<file path="src/rtl/instr_fetch_issue.sv">
`default_nettype none
// ============================================================================
// Module   : instr_fetch_issue
// Brief    : PC owner; fetches 8-bit instructions over req/ack and issues them
//            to the control/ALU datapath. Optional macro: FETCH_TIMEOUT_EN.
// Revision : 1.0 - initial release
// ============================================================================
module instr_fetch_issue #(
   parameter int              PC_W        = 8,
   parameter logic [PC_W-1:0] RESET_PC    = '0,
   parameter int              ACK_TIMEOUT = 15
) (
   input  logic            ck,
   input  logic            rst,
   input  logic            start,
   output logic            imem_req,
   output logic [PC_W-1:0] imem_addr,
   input  logic            imem_ack,
   input  logic [7:0]      imem_data,
   output logic [2:0]      op,
   output logic [4:0]      field,
   output logic            last_bit,
   output logic            issue_valid,
   input  logic            exec_done,
   input  logic            pc_src,
   input  logic [PC_W-1:0] pc_target,
   output logic [PC_W-1:0] pc,
   output logic            halted,
   output logic            fetch_err
);

   typedef enum logic [2:0] {
      S_IDLE      = 3'd0,
      S_FETCH     = 3'd1,
      S_ISSUE     = 3'd2,
      S_WAIT_EXEC = 3'd3,
      S_HALT      = 3'd4
   } state_t;

   localparam logic [7:0]      c_halt_instr = 8'hFF;
   localparam logic [PC_W-1:0] c_pc_one     = PC_W'(1);

   state_t          r_state, w_state_nxt;
   logic [PC_W-1:0] r_pc, w_pc_nxt, w_pc_exec;
   logic [7:0]      r_instr, w_instr_nxt;
   logic            w_timeout;

`ifdef FETCH_TIMEOUT_EN
   localparam logic [7:0] c_timeout_last = 8'(ACK_TIMEOUT - 1);

   logic [7:0] r_cnt;
   logic       r_fetch_err;

   // Counts ack-less FETCH cycles; leaving FETCH clears it so every entry starts at 0.
   always_ff @(posedge ck or posedge rst) begin
      if (rst)
         r_cnt <= 8'd0;
      else if (r_state != S_FETCH)
         r_cnt <= 8'd0;
      else if (!imem_ack)
         r_cnt <= r_cnt + 8'd1;
   end

   assign w_timeout = (r_state == S_FETCH) && !imem_ack && (r_cnt == c_timeout_last);

   always_ff @(posedge ck or posedge rst) begin
      if (rst)
         r_fetch_err <= 1'b0;
      else if (w_timeout)
         r_fetch_err <= 1'b1;
   end

   assign fetch_err = r_fetch_err;
`else
   logic [7:0] w_unused_timeout;

   assign w_unused_timeout = 8'(ACK_TIMEOUT);
   assign w_timeout        = 1'b0;
   assign fetch_err        = 1'b0;
`endif

   always_ff @(posedge ck or posedge rst) begin
      if (rst) begin
         r_state <= S_IDLE;
         r_pc    <= RESET_PC;
         r_instr <= 8'h00;
      end else begin
         r_state <= w_state_nxt;
         r_pc    <= w_pc_nxt;
         r_instr <= w_instr_nxt;
      end
   end

   assign w_pc_exec = pc_src ? (r_pc + c_pc_one) : pc_target;

   always_comb begin
      w_state_nxt = r_state;
      w_pc_nxt    = r_pc;
      w_instr_nxt = r_instr;
      imem_req    = 1'b0;
      issue_valid = 1'b0;
      halted      = 1'b0;
      case (r_state)
         S_IDLE: begin
            if (start)
               w_state_nxt = S_FETCH;
         end
         S_FETCH: begin
            imem_req = 1'b1;
            // A late ack beats a timeout expiring in the same cycle.
            if (imem_ack) begin
               w_instr_nxt = imem_data;
               w_state_nxt = S_ISSUE;
            end else if (w_timeout) begin
               w_state_nxt = S_HALT;
            end
         end
         S_ISSUE: begin
            if (r_instr == c_halt_instr) begin
               w_state_nxt = S_HALT;
            end else begin
               issue_valid = 1'b1;
               if (exec_done) begin
                  w_pc_nxt    = w_pc_exec;
                  w_state_nxt = S_FETCH;
               end else begin
                  w_state_nxt = S_WAIT_EXEC;
               end
            end
         end
         S_WAIT_EXEC: begin
            if (exec_done) begin
               w_pc_nxt    = w_pc_exec;
               w_state_nxt = S_FETCH;
            end
         end
         S_HALT: begin
            halted = 1'b1;
         end
         default: begin
            w_state_nxt = S_IDLE;
         end
      endcase
   end

   assign imem_addr = r_pc;
   assign pc        = r_pc;
   assign op        = r_instr[7:5];
   assign field     = r_instr[4:0];
   assign last_bit  = r_instr[0];

endmodule
`default_nettype wire

</file>
<file path="config.mk">
export PLATFORM = sky130hd
export DESIGN_NAME = instr_fetch_issue
export DESIGN_NICKNAME = d
export VERILOG_FILES = /design/src/rtl/instr_fetch_issue.sv
export SDC_FILE = /design/constraint.sdc
export NUM_CORES = 1
export LEC_CHECK = 0
export CORE_UTILIZATION = 43
export CTS_CLUSTER_DIAMETER = 120
export DETAILED_ROUTE_END_ITERATION = 10
export GPL_TIMING_DRIVEN = 0
export HOLD_SLACK_MARGIN = 0.03
export MAX_ROUTING_LAYER = met4
export PLACE_DENSITY_LB_ADDON = 0.2
export SLEW_MARGIN = 10
export SYNTH_ARGS = -nofsm -noshare
export SYNTH_HDL_FRONTEND = slang
export SYNTH_SLANG_ARGS = --single-unit
</file>
<file path="constraint.sdc">
create_clock -name ck -period 2.9 [get_ports ck]
set_input_delay 0.435 -clock ck [delete_from_list [all_inputs] [get_ports ck]]
set_output_delay 0.435 -clock ck [all_outputs]
set_load 0.01 [all_outputs]
</file>
**Yosys cells after proc, flatten, opt, wreduce, memory -nomap -nowiden**

Cells that the tools add are included.

- Add/subtract/negate cells: 1
- Eq/ne operators: 9
- Muxes and demuxes: 14
- Bitwise gates (word level): 1
- Reductions and logical operators: 5

Operators by type and width:

| operator | count |
|---|---|
| 8-bit two-way mux | 3 |
| 8-bit one-hot mux with 2 select lines | 1 |
| 3-bit one-hot mux with 5 select lines | 1 |
| 3-bit two-way mux | 4 |
| 8-bit by 1-bit adder with 8-bit output (second input constant) | 1 |
| 8-bit == test (second input constant) | 1 |
| 2-bit != test (second input constant) | 4 |
| 3-bit by 2-bit == test with 1-bit output (second input constant) | 2 |
| 1-bit two-way mux | 4 |
| 2-bit AND reduction | 2 |
| 4-bit AND reduction | 1 |
| 3-bit by 1-bit == test with 1-bit output (second input constant) | 1 |
| 3-bit == test (second input constant) | 1 |
| 3-bit zero test | 1 |
| 2-bit two-way mux | 1 |
| 2-bit nonzero test | 1 |
| 1-bit NOT | 1 |

- Bits in registers: 19
- Bits of input ports: 22
- Output and inout bits: 29
- Word-level logic and storage cells: 33

**Depth between registers and ports, before layout**

- Word-level depth: 5
- Mapped depth: 5
- Gate-level depth less buffers: 5

**Least setup slack after synthesis**

No wires, ideal clock.

- Kind: register to output
- Start point: register r_instr[0]
- End point: output issue_valid
- Arrival time: 986 ps
- Required time: 2465 ps
- Setup slack: 1479 ps
- Cell stages (with the launch flop): 4
- Buffers on the path: 0
- Cells stage by stage: dfrtp_1 nand4_1 o21ai_0 inv_1

- Longest elaborated chain between the ends: 3

RTL lines:

| item | line | RTL |
|---|---|---|
| from (decl) | 45 | `logic [7:0] r_instr, w_instr_nxt;` |
| from (signal assigned) | 90 | `r_instr <= w_instr_nxt;` |
| 8-bit == test | 119 | `if (r_instr == c_halt_instr) begin` |
| 1-bit two-way mux | 119 |  |
| 1-bit two-way mux | 103 | `case (r_state)` |
| to (decl) | 23 | `output logic issue_valid,` |

No other way between the ends.

**Worst setup path in the final report**

- Start point: register r_state[0]
- End point: output issue_valid

- Longest elaborated chain between the ends: 2

RTL lines:

| item | line | RTL |
|---|---|---|
| from (decl) | 43 | `state_t r_state, w_state_nxt;` |
| from (signal assigned) | 88 | `r_state <= w_state_nxt;` |
| 3-bit by 2-bit == test with 1-bit output | 103 |  |
| 1-bit two-way mux | 103 |  |

No other way between the ends.

==> run_summary.xml <==
<?xml version="1.0" encoding="UTF-8"?>
<metrics>
  <group name="outcome">
    <metric name="run_status" unit="">finished clean</metric>
  </group>
  <group name="clock_tree">
    <metric name="cts.repair.resized" unit="">0</metric>
    <metric name="root_buffer" unit="">sky130_fd_sc_hd__clkbuf_4</metric>
    <metric name="clock_tree_from_tritoncts" unit="">done</metric>
    <metric name="clk-insertion-delay-late" unit="ns">0.30</metric>
    <metric name="post-cts-setup-buffer-count" unit="">0</metric>
    <metric name="cts_max_path_buffers" unit="">2</metric>
    <metric name="clkTransAtPathRegs" unit="ns">0.11</metric>
    <metric name="holdBufCountCts" unit="">0</metric>
    <metric name="cts_inserted_buffers" unit="">3</metric>
    <metric name="clock-sinks" unit="">19</metric>
    <metric name="htree_levels" unit="">1</metric>
  </group>
  <group name="setup_path">
    <metric name="cp_max_fo" unit="">8</metric>
    <metric name="setup.worst_path.start_class" unit="">flop</metric>
    <metric name="cp_data_required_time" unit="ns">2.47</metric>
    <metric name="crit_path_cell_trace" unit="">nor3b_1 &gt; o21ai_0 &gt; inv_1 &gt; clkdlybuf4s50_1</metric>
    <metric name="criticalPathCategory" unit="">flop to output port</metric>
    <metric name="timing.critical_path.slowest_cell_delay" unit="ns">0.53</metric>
    <metric name="crit_path_top_delay_cell" unit="">sky130_fd_sc_hd__clkdlybuf4s50_1</metric>
    <metric name="cp_data_arrival_time" unit="ns">1.88</metric>
    <metric name="cp_endpoint_kind" unit="">output port</metric>
  </group>
  <group name="place">
    <metric name="finalWeightedCongestion" unit="">0.815</metric>
    <metric name="port_buffers" unit="">48</metric>
    <metric name="place.detailed.hpwl" unit="mm">1.90</metric>
  </group>
  <group name="floorplan">
    <metric name="fp-row-count" unit="">17</metric>
    <metric name="boundaryPins" unit="">51</metric>
    <metric name="initial_utilization" unit="%">47.2</metric>
    <metric name="fp.dieArea" unit="um2">2720</metric>
    <metric name="die_h" unit="um">52.2</metric>
    <metric name="die_width" unit="um">52.2</metric>
    <metric name="total_core_area" unit="um2">2300</metric>
  </group>
  <group name="flow_run">
    <metric name="max_cap_violations" unit="">0</metric>
  </group>
  <group name="timing">
    <metric name="setup_total_negative_slack" unit="ns">0</metric>
    <metric name="final-setup-viol-count" unit="">0</metric>
    <metric name="slew_hr" unit="%">52.6</metric>
    <metric name="max_freq" unit="MHz">432</metric>
    <metric name="fin_skew" unit="ns">0.00801</metric>
    <metric name="final.hold.worst_slack" unit="ns">0.530</metric>
    <metric name="transition_time_of_the_tightest_slew_check_pin" unit="ns">0.710</metric>
    <metric name="report.final.slew_viol_count" unit="">0</metric>
    <metric name="timing_hold_violations_final" unit="">0</metric>
    <metric name="rsz0062_at_grt" unit="">no</metric>
    <metric name="period_needed" unit="ns">2.31</metric>
    <metric name="min_period_over_period" unit="%">79.8</metric>
  </group>
  <group name="final_layout">
    <metric name="antenna_cells_inserted" unit="">0</metric>
    <metric name="fillCellCount" unit="">183</metric>
    <metric name="drive_above_1_share" unit="%">20.5</metric>
    <metric name="area.growth.synth_to_final" unit="%">50.0</metric>
    <metric name="num-nets-final" unit="">180</metric>
  </group>
  <group name="route">
    <metric name="routed-via-count" unit="">967</metric>
    <metric name="drt.antenna.violating_nets" unit="">0</metric>
    <metric name="dr.first_iter.drc_count" unit="">11</metric>
    <metric name="post_drt_via_cell_ratio" unit="">5.26</metric>
    <metric name="post_drt_wl_per_cell" unit="um">13.2</metric>
    <metric name="detail_route.drc_violations" unit="">0</metric>
    <metric name="routed_wirelength" unit="mm">2.42</metric>
    <metric name="detailedRoute.firstPassIterationCount" unit="">4</metric>
  </group>
  <group name="synthesis">
    <metric name="syn-mean-instance-area" unit="um2">10.4</metric>
    <metric name="synth_ff_type" unit="">sky130_fd_sc_hd__dfrtp_1</metric>
    <metric name="synth.ff_latch_count" unit="">19</metric>
    <metric name="yosysTopAreaCellShare" unit="%">43.9</metric>
    <metric name="synthesis.nets" unit="">127</metric>
    <metric name="synth.top_cells.by_area" unit="">sky130_fd_sc_hd__dfrtp_1, sky130_fd_sc_hd__mux2_2, sky130_fd_sc_hd__buf_4</metric>
    <metric name="mappedNetlistArea" unit="um2">1080</metric>
    <metric name="yosysWarningCount" unit="">0</metric>
    <metric name="synth-edff-count" unit="">0</metric>
    <metric name="yosysTopAreaCell" unit="">sky130_fd_sc_hd__dfrtp_1</metric>
    <metric name="top_cell_types_by_occurrence_after_synthesis" unit="">sky130_fd_sc_hd__dfrtp_1, sky130_fd_sc_hd__buf_4, sky130_fd_sc_hd__mux2_2, sky130_fd_sc_hd__nor2_1, sky130_fd_sc_hd__a21oi_1</metric>
    <metric name="async_reset_ff_share" unit="%">100</metric>
    <metric name="count_of_unique_library_cells_instantiated_by_yosys" unit="">31</metric>
    <metric name="synthMostInstantiatedCell" unit="">sky130_fd_sc_hd__dfrtp_1</metric>
    <metric name="synth-seq-area-share" unit="%">43.9</metric>
    <metric name="syn_inst" unit="">104</metric>
  </group>
  <group name="grt">
    <metric name="first_global_vias" unit="">911</metric>
    <metric name="grt_pass1_wl" unit="mm">3.86</metric>
    <metric name="antenna_found_initial" unit="">0</metric>
    <metric name="grt_max_degree" unit="">20</metric>
    <metric name="grt-ovfl-total" unit="">0</metric>
    <metric name="total_global_routing_track_utilization" unit="%">20.1</metric>
  </group>
  <group name="pwr">
    <metric name="leakagePower" unit="uW">0.000682</metric>
    <metric name="power_per_cell_area" unit="nW/um2">977</metric>
    <metric name="vdd_ir_drop_max" unit="V">0.000673</metric>
  </group>
  <group name="hold_path">
    <metric name="worstHoldPathType" unit="">input port to asynchronous set/reset pin</metric>
  </group>
</metrics>
## worst paths after layout
check                               endpoint        from  slack, ns  depth (start not counted)
worst min-delay path            imem_addr[2]         rst       0.53                          2
worst max register to register    r_instr[2]  r_state[1]       1.40                          4
worst max-delay path             issue_valid  r_state[0]       0.59                          4
max in group asynchronous         r_state[0]         rst       1.92                          2
worst min register to register    r_state[0]  r_state[2]       0.54                          1
min in group ck                   r_state[0]  r_state[2]       0.54                          1
## where the power goes
group	switching (uW)	total [uW]	internal, uW
logic	320	901	581
clock network	83.4	137	53.7
registers	160	550	390
## routing by layer
metal | track usage (%) | wire [um] | up-vias
li1 | - | - | 472
met1 | 22.4 | 994 | 452
met5 | - | 0 | -
met3 | 2.32 | 139 | 5
met4 | 10.5 | 46 | 0
met2 | 35.3 | 1240 | 38
## placed cells by master (no fill, tap or decap)
cell                               n
sky130_fd_sc_hd__clkdlybuf4s50_1  48
sky130_fd_sc_hd__dfrtp_1          19
sky130_fd_sc_hd__buf_4            10
sky130_fd_sc_hd__mux2_2            9
sky130_fd_sc_hd__nor2_1            8
sky130_fd_sc_hd__a21oi_1           7
sky130_fd_sc_hd__o22a_2            6
sky130_fd_sc_hd__nand2_1           4
sky130_fd_sc_hd__o21ai_0           4
sky130_fd_sc_hd__inv_1             4
sky130_fd_sc_hd__clkbuf_1          3
sky130_fd_sc_hd__nor3b_1           3
sky130_fd_sc_hd__a31oi_1           3
sky130_fd_sc_hd__nand3_1           3
sky130_fd_sc_hd__clkbuf_4          3
sky130_fd_sc_hd__nor2b_1           2
sky130_fd_sc_hd__and3_1            2
sky130_fd_sc_hd__a41oi_1           2
sky130_fd_sc_hd__mux2i_1           2
sky130_fd_sc_hd__and3b_1           1
sky130_fd_sc_hd__buf_2             1
sky130_fd_sc_hd__and4_1            1
sky130_fd_sc_hd__nand4_2           1
sky130_fd_sc_hd__nand4_1           1
sky130_fd_sc_hd__and2b_1           1
sky130_fd_sc_hd__o311ai_4          1
sky130_fd_sc_hd__buf_6             1
sky130_fd_sc_hd__a21o_1            1
sky130_fd_sc_hd__nor3_1            1
sky130_fd_sc_hd__a211oi_1          1
sky130_fd_sc_hd__o21a_1            1
sky130_fd_sc_hd__ha_1              1
sky130_fd_sc_hd__conb_1            1
## kinds of logic after synthesis
kind of cell               synth area share (%)
adders and majority gates                  1.15
muxes                                      11.2
other                                     0.346
AOI/OAI and AO/OA                          18.5
buffers and inverters                      10.5
DFF                                        43.9
and+or+nand+nor                            14.4
## worst max-delay path: cells and delay by family, from the launching register on
family	cells	cell delay, ns
simple gates	1	0.27
compound gates	1	0.21
flops	1	0.49
buf+inv	2	0.62
## final cells by class
type	instances	area (um2)	area share (%)
Multi-Input combinational cell	67	494	30.4
Timing Repair Buffer	48	480	29.6
Sequential cell	19	475	29.3
Buffer	14	98.8	6.08
Tap cell	28	35.0	2.16
Clock buffer	4	26.3	1.62
Inverter	4	15.0	0.924
## through the flow
stage / util (%) / instance area (um2) / total power (uW) / setup slack, ns / instances
6_report: 70.8 / 1630 / 1590 / 0.586 / 184
5_1_grt: 70.8 / 1630 / 1690 / 0.489 / 184
4_1_cts: 70.8 / 1630 / 1600 / 0.567 / 184
3_5_place_dp: 69.6 / 1600 / 1470 / 0.913 / 180
3_3_place_gp: 69.6 / 1600 / 1440 / 0.957 / 180
2_1_floorplan: - / 1080 / 990 / 1.48 / 104
## sequential cells by signal (all words and copies together) (netlist names)
name	cells
imem_addr	8
r_instr	8
r_state	3
No activity file was read; power rests on OpenSTA's default activity.
